<file path="config.mk">
export PLATFORM = sky130hd
export DESIGN_NAME = uart_rx
export DESIGN_NICKNAME = d
export VERILOG_FILES = /design/src/rtl/uart_pkg.sv /design/src/rtl/sync_2ff.sv /design/src/rtl/uart_rx.sv
export SDC_FILE = /design/constraint.sdc
export NUM_CORES = 1
export LEC_CHECK = 0
export BUFFER_PORTS_ARGS = -buffer_cell sky130_fd_sc_hd__buf_4
export CAP_MARGIN = 20
export CORE_MARGIN = 4
export CORE_UTILIZATION = 50
export CTS_BUF_LIST = sky130_fd_sc_hd__clkbuf_8
export CTS_CLUSTER_DIAMETER = 50
export CTS_CLUSTER_SIZE = 14
export DETAILED_ROUTE_END_ITERATION = 8
export GPL_TIMING_DRIVEN = 0
export PLACE_DENSITY_LB_ADDON = 0.15
export SLEW_MARGIN = 20
export SYNTH_ARGS = -nofsm -noshare
export SYNTH_HDL_FRONTEND = slang
export SYNTH_HIERARCHICAL = 1
export SYNTH_SLANG_ARGS = --single-unit
</file>
<file path="constraint.sdc">
create_clock -name i_clk -period 4.13 [get_ports i_clk]
set_input_delay 0.826 -clock i_clk [delete_from_list [all_inputs] [get_ports i_clk]]
set_output_delay 0.826 -clock i_clk [all_outputs]
set_load 0.03 [all_outputs]
</file>
<file path="src/rtl/uart_pkg.sv">
// Shared UART definitions: receiver state encoding, default line rates and
// the bit-timing derivations used by both the receiver and the transmitter.
package uart_pkg;

    localparam int DEFAULT_CLK_FREQ = 100_000_000;
    localparam int DEFAULT_BAUD     = 9600;

    typedef enum logic [2:0] {
        IDLE  = 3'd0,
        START = 3'd1,
        DATA  = 3'd2,
        STOP  = 3'd3,
        BREAK = 3'd4
    } uart_state_e;

    // Clock cycles per serial bit, truncated (10416 at 100 MHz / 9600 baud).
    function automatic int clks_per_bit(input int clk_freq, input int baud);
        return clk_freq / baud;
    endfunction

    // Offset from the start-bit edge to its middle.
    function automatic int half_bit(input int clk_freq, input int baud);
        return clks_per_bit(clk_freq, baud) / 2;
    endfunction

endpackage

</file>
<file path="src/rtl/sync_2ff.sv">
// Two-flop synchronizer for the asynchronous serial line. Resets to the
// idle-high level so a reset never looks like a start bit.
module sync_2ff (
    input  logic i_clk,
    input  logic i_reset,
    input  logic i_d,
    output logic o_q
);

    logic meta;

    // Two back-to-back flops; the first may go metastable, the second settles.
    always_ff @(posedge i_clk or posedge i_reset) begin
        if (i_reset) begin
            meta <= 1'b1;
            o_q  <= 1'b1;
        end else begin
            meta <= i_d;
            o_q  <= meta;
        end
    end

endmodule

</file>
<file path="src/rtl/uart_rx.sv">
// 8N1 UART receiver. The start bit is re-checked at its midpoint, after which
// every bit is sampled one full bit period later, i.e. mid-bit. The FSM
// leaves at mid-stop-bit so a directly following start edge is not missed.
//
// state | meaning
// IDLE  | line idle, waiting for a low level on rx_s
// START | timing half a bit to confirm the start bit (glitch filter)
// DATA  | sampling 8 data bits, LSB first, at mid-bit
// STOP  | sampling the stop bit; high -> byte out, low -> frame error
// BREAK | line held low after a frame error, waiting for it to go high
module uart_rx
    import uart_pkg::*;
#(
    parameter int CLK_FREQ = DEFAULT_CLK_FREQ,
    parameter int BAUD     = DEFAULT_BAUD
) (
    input  logic       i_clk,
    input  logic       i_reset,
    input  logic       i_rx,
    output logic [7:0] o_data,
    output logic       o_valid,
    output logic       o_frame_err,
    output logic       o_busy
);

    localparam int CLKS_PER_BIT = clks_per_bit(CLK_FREQ, BAUD);
    localparam int HALF_BIT     = half_bit(CLK_FREQ, BAUD);
    localparam int CNT_W        = (CLKS_PER_BIT > 2) ? $clog2(CLKS_PER_BIT) : 1;

    localparam logic [CNT_W-1:0] CNT_BIT_END  = CNT_W'(CLKS_PER_BIT - 1);
    localparam logic [CNT_W-1:0] CNT_HALF_END = CNT_W'(HALF_BIT - 1);
    localparam logic [CNT_W-1:0] CNT_ONE      = CNT_W'(1);

    uart_state_e      state, state_nxt;
    logic [CNT_W-1:0] cnt, cnt_nxt;
    logic [2:0]       bit_idx, idx_nxt;
    logic [7:0]       shreg, sh_nxt;
    logic [7:0]       data_nxt;
    logic             valid_nxt, ferr_nxt;
    logic             rx_s;

    sync_2ff u_sync (
        .i_clk   (i_clk),
        .i_reset (i_reset),
        .i_d     (i_rx),
        .o_q     (rx_s)
    );

    assign o_busy = (state != IDLE);

    // State, timing and output registers.
    always_ff @(posedge i_clk or posedge i_reset) begin
        if (i_reset) begin
            state       <= IDLE;
            cnt         <= '0;
            bit_idx     <= '0;
            shreg       <= '0;
            o_data      <= 8'h00;
            o_valid     <= 1'b0;
            o_frame_err <= 1'b0;
        end else begin
            state       <= state_nxt;
            cnt         <= cnt_nxt;
            bit_idx     <= idx_nxt;
            shreg       <= sh_nxt;
            o_data      <= data_nxt;
            o_valid     <= valid_nxt;
            o_frame_err <= ferr_nxt;
        end
    end

    // Next-state logic: bit timing, sampling and output pulses.
    always_comb begin
        state_nxt = state;
        cnt_nxt   = cnt;
        idx_nxt   = bit_idx;
        sh_nxt    = shreg;
        data_nxt  = o_data;
        valid_nxt = 1'b0;
        ferr_nxt  = 1'b0;

        unique case (state)
            IDLE: begin
                if (!rx_s) begin
                    cnt_nxt   = '0;
                    state_nxt = START;
                end
            end
            START: begin
                if (cnt == CNT_HALF_END) begin
                    cnt_nxt   = '0;
                    idx_nxt   = '0;
                    state_nxt = rx_s ? IDLE : DATA;
                end else begin
                    cnt_nxt = cnt + CNT_ONE;
                end
            end
            DATA: begin
                if (cnt == CNT_BIT_END) begin
                    cnt_nxt         = '0;
                    sh_nxt[bit_idx] = rx_s;
                    if (bit_idx == 3'd7) begin
                        idx_nxt   = '0;
                        state_nxt = STOP;
                    end else begin
                        idx_nxt = bit_idx + 3'd1;
                    end
                end else begin
                    cnt_nxt = cnt + CNT_ONE;
                end
            end
            STOP: begin
                if (cnt == CNT_BIT_END) begin
                    cnt_nxt = '0;
                    if (rx_s) begin
                        data_nxt  = shreg;
                        valid_nxt = 1'b1;
                        state_nxt = IDLE;
                    end else begin
                        ferr_nxt  = 1'b1;
                        state_nxt = BREAK;
                    end
                end else begin
                    cnt_nxt = cnt + CNT_ONE;
                end
            end
            BREAK: begin
                if (rx_s) state_nxt = IDLE;
            end
            default: state_nxt = IDLE;
        endcase
    end

endmodule
</file>
### Yosys cells after proc, flatten, opt, wreduce, memory -nomap -nowiden

Cells that the tools add are included.

| storage, ports and cells | value |
|---|---|
| logic and storage cells | 63 |
| bits in registers | 40 |
| output and inout bits | 11 |

| operators by class | value |
|---|---|
| add/sub/neg operators | 2 |
| multiplexer cells | 26 |
| reduce and logical (&&, ||, !) cells | 11 |
| equal/unequal tests | 13 |
| magnitude comparators | 2 |

Operators with widths:

| operator | count |
|---|---|
| 14-bit two-way mux | 3 |
| 14-bit case mux with 3 select lines | 1 |
| 3-bit two-way mux | 10 |
| 3-bit case mux with 5 select lines | 1 |
| 14-bit by 1-bit adder with 14-bit output, second input constant | 1 |
| 14-bit by 13-bit == test with 1-bit output, second input constant | 1 |
| 14-bit == test, second input constant | 1 |
| 2-bit inequality test, second input constant | 5 |
| 8-bit bitwise mux | 1 |
| 1-bit two-way mux | 7 |
| 3-bit by 2-bit == test with 1-bit output, second input constant | 2 |
| 3-bit == test, second input constant | 2 |
| 3-bit case mux with 2 select lines | 1 |
| 3-bit AND reduction | 2 |
| 6-bit AND reduction | 1 |
| 3-bit nonzero test | 2 |
| 3-bit by 4-bit < comparator with 1-bit output, second input constant | 1 |
| 2-bit AND reduction | 2 |
| 3-bit by 1-bit adder with 3-bit output, second input constant | 1 |
| 1-bit demux with 3-bit select | 1 |
| 3-bit by 1-bit == test with 1-bit output, second input constant | 1 |
| 3-bit by 1-bit greater-or-equal comparator with 1-bit output, second input constant | 1 |
| 3-bit zero test | 1 |
| 2-bit two-way mux | 1 |
| other kinds (4) | 4 |

### Logic depth before layout (Yosys ltp)

Gate-level depths: netlist of run 1.

| logic depth | value |
|---|---|
| depth after elaboration | 5 |
| gate-level depth with buffers | 8 |

### Hierarchy

The synthesis of run 1 kept the hierarchy.

By module, submodules not included:

| module | area each (um^2) | times used | cells each |
|---|---|---|---|
| uart_rx | 1908.1 | 1 | 177 |
| sync_2ff | 56.3 | 1 | 3 |

### Least setup slack after synthesis of run 1

OpenSTA, ideal clock, no wires.

| timing | value |
|---|---|
| kind | reg-to-reg |
| from | reg cnt[0] |
| to | reg shreg[5] |
| setup slack | 2.207 ns |
| cell stages (with the launch flop) | 9 |
| required time | 4.003 ns |
| buffers on the path | 2 |
| setup time | 0.127 ns |
| arrival time | 1.796 ns |
| cell sequence | dfrtp_1 ha_1 and4bb_1 and4_1 buf_4 nor3b_4 buf_6 nand4b_1 mux2_1 |

| between the ends | value |
|---|---|
| cells in the longest elaborated chain, start to end | 2 |

Ends and longest elaborated chain:

| element | line | text |
|---|---|---|
| from (decl) | uart_rx.sv:35 | `logic [CNT_W-1:0] cnt, cnt_nxt;` |
| from (signal assigned) | uart_rx.sv:63 | `cnt <= cnt_nxt;` |
| 14-bit == test | uart_rx.sv:99 | `if (cnt == CNT_BIT_END) begin` |
| 2-bit AND reduction (no source line) | n/a |  |
| to (signal assigned) | uart_rx.sv:65 | `shreg <= sh_nxt;` |
| to (decl) | uart_rx.sv:37 | `logic [7:0] shreg, sh_nxt;` |

Every way passes these cells.
A chain may end at the register's enable or synchronous reset.

### Worst setup path after layout of run 1

| timing | value |
|---|---|
| from | reg state[0] |
| to | out o_busy |

| between the ends | value |
|---|---|
| cells in the longest elaborated chain, start to end | 1 |

Ends and longest elaborated chain:

| element | line | text |
|---|---|---|
| from (decl) | uart_rx.sv:34 | `uart_state_e state, state_nxt;` |
| from (signal assigned) | uart_rx.sv:62 | `state <= state_nxt;` |
| 3-bit nonzero test | uart_rx.sv:49 | `assign o_busy = (state != IDLE);` |
| to (decl) | uart_rx.sv:23 | `output logic o_busy` |

Every way passes these cells.

==> flow_summary_export.csv, run 1 <==
group,metric,value,unit
outcome,status,"completed",
clock_network,cts_tree,"done",
clock_network,numCtsBuffers,5,
drt,vias,1445,
clock_network,clock_sinks,40,
floorplanning,pin_count,14,
cells_and_area,synthToLayoutAreaGrowth,14.1,%
cells_and_area,fillers,309,
critical_path,cp.required,3.30,ns
timing,hold_violations,0,
synthesis,synth_compound_area_frac,0.138,
synthesis,netlist_area,1960,µm²
critical_path,critPathCaptureType,"output port",
synthesis,synthFlopType,"dfrtp_1",
global_route,grt_pass1_wl,6540,µm
global_route,grt_max_degree,22,
timing,worst_slew_pin_slew,0.778,ns
synthesis,muxShareOfSynthArea,0.0917,
timing,post-route-period-util,0.535,
job,maxCapViolCount,0,
synthesis,synth_edf_count,0,
timing,layout_setup_ws,1.92,ns
drt,drc,0,
timing,min_period,2.21,ns
floorplanning,core,3720,µm²
drt,drt.antenna.violating_nets,0,
place,place_congestion,0.838,
clock_network,htreeDepth,2,
synthesis,synth_nets,186,
cells_and_area,nets,207,
global_route,grt-ovfl-total,0,
synthesis,ys_types,40,
clock_network,holdBufCountCts,0,
clock_network,path_clk_slew,0.07,ns
floorplanning,initial_core_util,0.529,
critical_path,cpLargestDelayFamily,"simple AND/OR/NAND/NOR gates",
timing,rsz0062_at_grt,"false",
timing,tns,0,ns
cells_and_area,final_cells,250,
timing,setup_viol,0,
global_route,antenna_found_initial,0,
clock_network,root_buffer,"clkbuf_8",
place,hpwl,2670,µm
timing,relSlewSlack,0.481,
floorplanning,die_x,70.7,µm
place,dpl.cell_count,242,
clock_network,post_cts_resized,0,
clock_network,clk_latency,0.29,ns
pwr,vdd_drop_max,0.169,mV
global_route,grt_usage,0.166,
critical_path,slowest_delay,0.38,ns
drt,drt-wirelength-per-cell,14.8,µm
drt,detail_route.vias_per_cell,5.78,
synthesis,synth-xor-area-share,0,
floorplanning,die_h,70.7,µm
critical_path,worstPathArrival,1.39,ns
synthesis,synth-seq-cells,40,
cells_and_area,drive_gt1_frac,0.248,
drt,routed_wl,3710,µm
critical_path,cp_cell_sequence,"buf_2 -> or3_1 -> buf_4",
synthesis,seq_area_frac_synth,0.511,
cells_and_area,num_antenna_cells,0,
global_route,first_global_vias,1370,
timing,final_max_slew_viol_count,0,
critical_path,cp_max_fo,9,
pwr,p_per_area,298,nW/µm²
critical_path,cp-start-kind,"register",
place,portBuffers,13,
pwr,p_leak,0.00113,µW
clock_network,postCtsSetupBuffers,0,
critical_path,critPathSlowestCell,"or3_1",
critical_path,crit_buf_inv,2,
hold_path,hold_class,"register to register",
synthesis,synthCells,180,
synthesis,async_flop_share,1.00,
timing,skew,0.00296,ns
timing,fmax,0.452,GHz
drt,dr.pass1.iters,4,
synthesis,postSynthAreaPerCell,10.9,µm²
critical_path,path_class,"register to output port",
synthesis,synth_adder_area_share,0.0191,
floorplanning,rows,22,
drt,drt_iter0_drc,72,
place,post-place-ws,1.98,ns
synthesis,synth_top_family_by_area,"simple AND/OR/NAND/NOR gates",
synthesis,yosysWarnings,6,
synthesis,synthSimpleGateAreaFrac,0.198,
floorplanning,dieArea,5000,µm²
clock_network,clock_path_buffers,2,
worst paths after layout:
path / from / to / slack (ns) / cells after the start
max reg2reg: cnt[0] / cnt[8] / 1.98 / 8
min in group asynchronous: i_reset / cnt[5] / 0.54 / 2
max in group asynchronous: i_reset / o_data[1] / 3.16 / 3
max: state[0] / o_busy / 1.92 / 3
min: u_sync/meta / u_sync/o_q / 0.36 / 0
min reg2reg: u_sync/meta / u_sync/o_q / 0.36 / 0
report_power, final:
group | total, µW | switching (µW) | internal, µW
registers | 394 | 0.850 | 393
clock network | 260 | 127 | 133
logic | 14.7 | 9.88 | 4.81
state kept, by name (all words and copies together) (netlist names):
| register | flops |
|---|---|
| cnt | 14 |
| o_data | 8 |
| o_frame_err | 1 |
| u_sync/o_q | 1 |
| shreg | 8 |
| u_sync/meta | 1 |
| state | 3 |
| bit_idx | 3 |
| o_valid | 1 |
kinds of logic (layout without fill, tap and decap cells):
group,count (synthesis),after routing
compound gates,39,39
fa+ha+maj,3,3
buf+inv,16,38
flops,40,40
mux,16,16
simple gates,66,66
cells in the mapped netlist, drive strengths merged (3+ instances only):
| cell type | instances | share of area |
|---|---|---|
| dfrtp | 38 | 0.48 |
| mux2 | 16 | 0.092 |
| nand2 | 12 | 0.023 |
| nor2 | 12 | 0.023 |
| a21oi | 10 | 0.025 |
| buf | 8 | 0.027 |
| nand3 | 8 | 0.020 |
| a22o | 7 | 0.031 |
| a31oi | 7 | 0.022 |
| inv | 6 | 0.011 |
| nor3 | 6 | 0.015 |
| o21ai | 6 | 0.015 |
| and4bb | 3 | 0.019 |
| ha | 3 | 0.019 |
| nand4 | 3 | 0.0096 |
| nand4b | 3 | 0.013 |
| or3 | 3 | 0.0096 |
cells in the final DEF, fill, tap and decap left out, types with 3 or more instances in the layout:
cell and n:
nand4_1 3, nand3_1 8, a22o_1 7, buf_2 4
a31oi_1 7, nand2_1 12, buf_4 16, or3_1 3
mux2_2 11, o21ai_0 6, nor3_1 6, inv_1 5
dfrtp_1 38, clkbuf_8 6, ha_1 3, nor2_1 12
a21oi_1 10, mux2_1 5, nand4b_1 3
worst register-to-register path, cell delays in order, from the launching register on:
cell and delay (ns):
dfrtp_1 0.41, ha_1 0.25, and4bb_1 0.22, and4_1 0.15, buf_4 0.16, o2bb2ai_2 0.37, buf_4 0.26, a21oi_1 0.09
a31oi_1 0.17
metal layers:
layer,vias up,track usage,wire length [µm]
li1,702,-,-
met1,701,0.203,1550
met2,33,0.271,1880
met3,9,0.0497,203
met4,0,0.0731,73
met5,-,0,0
area by class of cell:
cell class	instances	area, µm²	area share
flip-flops and latches	40	1000	0.448
multi-input cells	124	877	0.391
repair buffers	14	125	0.0558
clock buffers	6	82.6	0.0368
plain buffers	10	61.3	0.0273
well taps	48	60.1	0.0268
inverters	6	22.5	0.0100
clock inverters	2	10.0	0.00446
through the flow:
stage	power [µW]	instance area, µm²	utilization	hold slack (ns)
after floorplan	409	1960	-	0.345
after global placement	413	2120	0.571	0.347
after detailed placement	417	2150	0.578	0.349
after CTS	681	2240	0.603	0.359
after global routing	704	2240	0.603	0.365
final	669	2240	0.603	0.359
(Power assumes the default switching activity.)
==> run 2, diff against run 1 <==
--- a/config.mk
+++ b/config.mk
@@ -5,6 +5,7 @@
 export SDC_FILE = /design/constraint.sdc
 export NUM_CORES = 1
 export LEC_CHECK = 0
+export ABC_AREA = 1
 export BUFFER_PORTS_ARGS = -buffer_cell sky130_fd_sc_hd__buf_4
 export CAP_MARGIN = 20
 export CORE_MARGIN = 4
==> constraint.sdc (replaced) <==
create_clock -name i_clk -period 2 [get_ports i_clk]
set_input_delay 0.4 -clock i_clk [delete_from_list [all_inputs] [get_ports i_clk]]
set_output_delay 0.4 -clock i_clk [all_outputs]
set_load 0.03 [all_outputs]
==> flow_summary_export.csv, run 2 <==
group,metric,value,unit
job,maxCapViolCount,0,
timing,worst_slew_pin_slew,0.741,ns
cells_and_area,nets,289,
pwr,vdd_drop_max,0.436,mV
outcome,status,"completed",
place,place_congestion,0.889,
synthesis,synthTopCellsByArea,"dfrtp_1 (46%), nand2_1 (10%), inv_1 (6.2%), o21ai_0 (5.8%), nor2_1 (4.9%)",
cells_and_area,num_antenna_cells,0,
clock_network,clock_sinks,40,
critical_path,critPathCaptureType,"register",
timing,tns,0,ns
critical_path,slowest_delay,0.39,ns
clock_network,clock_path_buffers,2,
cells_and_area,regArea,1000,µm²
timing,skew,0.00958,ns
synthesis,synth-xor-area-share,0.0127,
cells_and_area,largest_register,"cnt",
critical_path,r2r_start,"cnt[0]",
floorplanning,pin_count,14,
timing,post-route-period-util,0.891,
critical_path,critPathSlowestCell,"dfrtp_1",
global_route,antenna_found_initial,0,
synthesis,async_flop_share,1.00,
floorplanning,dieArea,5220,µm²
timing,setup_viol,0,
drt,vias,1708,
critical_path,cp-start-kind,"register",
cells_and_area,drive_gt1_frac,0.158,
pwr,switching_power,296,µW
pwr,clockPowerShare,0.431,
global_route,grt_max_degree,25,
synthesis,synth.largest_area_cell,"dfrtp_1",
clock_network,cts_tree,"done",
pwr,p_seq_frac,0.550,
critical_path,cp_max_fo,7,
global_route,grt_usage,0.171,
drt,drc,0,
cells_and_area,final_common_cell,"nand2_1",
critical_path,timing.rr.end,"cnt[5]",
cells_and_area,fillers,362,
synthesis,synth.most_common_cell,"nand2_1",
synthesis,seq_area_frac_synth,0.486,
clock_network,path_clk_slew,0.08,ns
timing,hold_ws,0.0761,ns
synthesis,synth_edf_count,0,
floorplanning,initial_core_util,0.516,
floorplanning,core,4000,µm²
cells_and_area,multi_input_area,898,µm²
pwr,p_per_area,622,nW/µm²
drt,drt.antenna.violating_nets,0,
pwr,switching_share,0.200,
floorplanning,die_x,72.3,µm
cells_and_area,largest_reg_flops,14,
synthesis,ys_types,27,
synthesis,synth_nets,265,
hold_path,hold_class,"input port to async pin",
global_route,first_global_vias,1642,
clock_network,htreeDepth,2,
clock_network,clk_latency,0.29,ns
drt,drt_iter0_drc,67,
clock_network,numCtsBuffers,5,
critical_path,cp_cell_sequence,"ha_2 -> nand3_1 -> nor2_1 -> nand2_1 -> nand2_1 -> nand2_2 -> nor2_1 -> nor3_1",
timing,min_period,1.78,ns
timing,fmax,0.561,GHz
synthesis,netlist_area,2060,µm²
synthesis,synth_top_area_frac,0.461,
synthesis,synth_top_family_by_area,"simple AND/OR/NAND/NOR gates",
pwr,p_comb_frac,0.019,
timing,final_max_slew_viol_count,0,
cells_and_area,synthToLayoutAreaGrowth,15.3,%
drt,dr.pass1.iters,4,
synthesis,muxShareOfSynthArea,0,
synthesis,synth_adder_area_share,0.0182,
cells_and_area,mostFrequentLayoutCells,"nand2_1 (56), dfrtp_1 (38), inv_1 (34), nor2_1 (27), o21ai_0 (24)",
critical_path,endpoint,"cnt[5]",
critical_path,ff2ff_path_depth,8,
timing,hold_violations,0,
floorplanning,rows,23,
pwr,p_leak,0.00112,µW
synthesis,yosysWarnings,6,
synthesis,synth-seq-cells,40,
synthesis,synthCells,259,
pwr,p_int,1180,µW
cells_and_area,reg_top3,"cnt (14), o_data (8), shreg (8)",
timing,relSlewSlack,0.506,
synthesis,synth_commonest_cells,"nand2_1 (57), dfrtp_1 (38), inv_1 (34)",
global_route,grt-ovfl-total,0,
critical_path,r2r_slack,0.22,ns
critical_path,path_class,"register to register",
synthesis,synthFlopType,"dfrtp_1",
critical_path,critPathLaunch,"cnt[0]",
synthesis,synthSimpleGateAreaFrac,0.277,
drt,routed_wl,3970,µm
place,hpwl,3010,µm
critical_path,worstPathArrival,1.94,ns
synthesis,postSynthAreaPerCell,7.97,µm²
drt,detail_route.vias_per_cell,5.11,
critical_path,cp.required,2.16,ns
clock_network,holdBufCountCts,0,
clock_network,root_buffer,"clkbuf_8",
global_route,grt_pass1_wl,6980,µm
floorplanning,die_h,72.3,µm
timing,rsz0062_at_grt,"false",
synthesis,synth_compound_area_frac,0.125,
drt,drt-wirelength-per-cell,11.9,µm
place,portBuffers,13,
-- run 2: cells by family (layout without fill, tap and decap cells) --
family          count (synthesis)  count (layout)
buf+inv                        40              65
xor+xnor                        3               3
flops                          40              40
fa+ha+maj                       3               3
compound gates                 46              46
simple gates                  127             127
-- run 2: area by class of cell --
type                    count  area share
flip-flops and latches     40       0.422
inverters                  35      0.0552
plain buffers               5      0.0152
multi-input cells         179       0.377
repair buffers             17      0.0589
clock inverters             3      0.0163
well taps                  50      0.0263
clock buffers               5      0.0289
-- run 2: how the worst min path moves through the flow --
stage,cells after the start,slack [ns],end,from
2_1_floorplan,1,0.31,u_sync/meta,i_reset
3_3_place_gp,0,0.35,u_sync/o_q,u_sync/meta
5_1_grt,2,0.10,state[1],i_reset
3_5_place_dp,0,0.35,u_sync/o_q,u_sync/meta
6_report,2,0.08,state[1],i_reset
4_1_cts,2,0.08,bit_idx[2],i_reset
-- run 2: worst max-delay path, delay by kind of cell (launching register included) --
| family | cells | cell delay [ns] |
|---|---|---|
| flops | 1 | 0.39 |
| simple gates | 7 | 1.04 |
| fa+ha+maj | 1 | 0.22 |
-- run 2: stage by stage --
| step | worst slack (ns) | std cells | util | power [µW] | cell area, µm² |
|---|---|---|---|---|---|
| floorplan | 0.447 | 259 | - | 845 | 2060 |
| global route | 0.0129 | 334 | 0.595 | 1550 | 2380 |
| global placement | 0.173 | 322 | 0.556 | 854 | 2220 |
| CTS | 0.146 | 331 | 0.588 | 1500 | 2350 |
| finish | 0.217 | 334 | 0.595 | 1480 | 2380 |
| detailed placement | 0.161 | 323 | 0.561 | 860 | 2240 |
-- run 2: power groups by stage --
stage	Sequential (µW)	Clock (µW)	Combinational, µW
2_1_floorplan	829	0	16.0
3_3_place_gp	829	0	25.0
3_5_place_dp	829	0	30.3
4_1_cts	813	657	30.3
5_1_grt	814	698	33.7
6_report	814	638	28.5
-- run 2: repair_timing --
item | in CTS | in global routing
endpoints found under the setup margin | 0 | 7
resized for setup | 0 | 2
setup buffers | 0 | 3
-- run 2: routing by layer --
metal | GRT usage | wire (µm) | vias up
met2 | 0.296 | 1880 | 32
li1 | - | - | 893
met5 | 0 | 0 | -
met3 | 0.0471 | 178 | 8
met1 | 0.199 | 1840 | 775
met4 | 0.0689 | 76 | 0
==> run 3, diff against run 2 <==
--- a/config.mk
+++ b/config.mk
@@ -8,8 +8,10 @@
 export ABC_AREA = 1
 export BUFFER_PORTS_ARGS = -buffer_cell sky130_fd_sc_hd__buf_4
 export CAP_MARGIN = 20
+export CELL_PAD_IN_SITES_DETAIL_PLACEMENT = 1
+export CELL_PAD_IN_SITES_GLOBAL_PLACEMENT = 1
 export CORE_MARGIN = 4
-export CORE_UTILIZATION = 50
+export CORE_UTILIZATION = 42
 export CTS_BUF_LIST = sky130_fd_sc_hd__clkbuf_8
 export CTS_CLUSTER_DIAMETER = 50
 export CTS_CLUSTER_SIZE = 14
==> flow_summary_export.csv, run 3 (synthesis gave the netlist of run 2 again) <==
group,metric,value,unit
critical_path,path_class,"register to register",
pwr,switching_power,325,µW
timing,setup_viol,0,
pwr,p_seq_frac,0.524,
critical_path,worstPathArrival,1.97,ns
critical_path,critPathSlowestCell,"dfrtp_1",
drt,dr.pass1.iters,4,
place,portBuffers,13,
floorplanning,die_h,78.1,µm
floorplanning,die_x,78.1,µm
place,hpwl,3680,µm
timing,final_max_slew_viol_count,0,
timing,hold_violations,0,
cells_and_area,mostFrequentLayoutCells,"nand2_1 (56), dfrtp_1 (38), inv_1 (33), nor2_1 (26), o21ai_0 (24)",
global_route,grt_max_degree,29,
place,place_congestion,0.828,
cells_and_area,fin_util,0.506,
drt,drt-wirelength-per-cell,14.3,µm
cells_and_area,drive_gt1_frac,0.159,
critical_path,cp_cell_sequence,"ha_1 -> nand2_2 -> inv_1 -> nand2_1 -> nor2_1 -> nand3_2 -> buf_4 -> o21ai_0 -> o31ai_1",
timing,relSlewSlack,0.467,
pwr,p_per_area,645,nW/µm²
cells_and_area,num_antenna_cells,0,
timing,fmax,0.554,GHz
floorplanning,rows,25,
hold_path,hold_class,"input port to async pin",
pwr,p_leak,0.00112,µW
timing,post-route-period-util,0.902,
place,post-place-ws,0.164,ns
pwr,power.total,1550,µW
cells_and_area,fillers,607,
pwr,vdd_drop_max,0.445,mV
drt,vias,1804,
pwr,p_comb_frac,0.019,
cells_and_area,nets,288,
global_route,antenna_found_initial,0,
drt,drt_iter0_drc,105,
cells_and_area,largest_register,"cnt",
drt,drc,0,
timing,worst_slew_pin_slew,0.799,ns
timing,tns,0,ns
clock_network,clk_latency,0.30,ns
outcome,status,"completed",
critical_path,cp.required,2.17,ns
pwr,switching_share,0.209,
timing,skew,0.0121,ns
clock_network,path_clk_slew,0.09,ns
critical_path,r2r_slack,0.20,ns
clock_network,numCtsBuffers,5,
drt,detail_route.vias_per_cell,5.15,
timing,hold_ws,0.0346,ns
floorplanning,core,4750,µm²
global_route,grt_usage,0.190,
pwr,p_int,1230,µW
global_route,first_global_vias,1934,
job,maxCapViolCount,0,
clock_network,root_buffer,"clkbuf_8",
critical_path,cp-start-kind,"register",
cells_and_area,final_common_cell,"nand2_1",
critical_path,critPathCaptureType,"register",
clock_network,htreeDepth,2,
timing,layout_setup_ws,0.196,ns
cells_and_area,regArea,1000,µm²
global_route,grt_pass1_wl,9160,µm
floorplanning,dieArea,6100,µm²
clock_network,clock_sinks,40,
timing,min_period,1.80,ns
critical_path,slowest_delay,0.40,ns
global_route,grt-ovfl-total,0,
drt,drt.antenna.violating_nets,0,
pwr,clockPowerShare,0.457,
clock_network,holdBufCountCts,0,
cells_and_area,multi_input_area,898,µm²
clock_network,clock_path_buffers,2,
cells_and_area,reg_top3,"cnt (14), o_data (8), shreg (8)",
floorplanning,pin_count,14,
clock_network,cts_tree,"done",
cells_and_area,synthToLayoutAreaGrowth,16.6,%
cells_and_area,largest_reg_flops,14,
drt,routed_wl,5010,µm
critical_path,cp_max_fo,5,
floorplanning,initial_core_util,0.434,
[run 3: power groups by stage]
stage | clock network [µW] | registers [µW] | logic (µW)
after floorplan | 0 | 829 | 16.0
after global placement | 0 | 830 | 25.5
after detailed placement | 0 | 830 | 30.9
after CTS | 735 | 814 | 30.9
after global routing | 779 | 814 | 33.7
final | 710 | 814 | 28.7
[run 3: timing repair]
item	4_1_cts	5_1_grt
buffers inserted	0	2
endpoints found under the setup margin	0	11
gates resized for setup	0	2
[run 3: layout make-up]
| cell class | count | area share |
|---|---|---|
| plain buffers | 5 | 0.0151 |
| clock buffers | 6 | 0.0343 |
| clock inverters | 2 | 0.0161 |
| inverters | 35 | 0.0546 |
| multi-input cells | 179 | 0.373 |
| flip-flops and latches | 40 | 0.417 |
| well taps | 67 | 0.0348 |
| repair buffers | 16 | 0.0551 |
[run 3: critical path: cells and delay by family, from the launching register on]
family	cells	cell delay, ns
buffers and inverters	2	0.27
AO/OA/AOI/OAI	2	0.27
AND/OR/NAND/NOR	4	0.52
adder cells (fa/ha/maj)	1	0.22
flip-flops	1	0.40
[run 3: worst paths after layout]
kind	start	endpoint	depth (start not counted)
max reg2reg	cnt[0]	shreg[2]	9
min reg2reg	u_sync/meta	u_sync/o_q	0
min in group i_clk	i_rx	u_sync/meta	1
min	i_reset	o_frame_err	2
max in group asynchronous	i_reset	cnt[4]	3
max	cnt[0]	shreg[2]	9
[run 3: metrics by stage]
step / std cells / cell area [µm²]
global route: 350 / 2410
global placement: 339 / 2250
CTS: 348 / 2390
floorplan: 259 / 2060
finish: 350 / 2410
detailed placement: 340 / 2270
[run 3: metal layers]
metal	wire, µm	track usage	part of all wire
met1	2360	0.244	0.47
met2	2360	0.316	0.47
met3	225	0.0447	0.045
met4	60	0.0612	0.012
met5	0	0	0
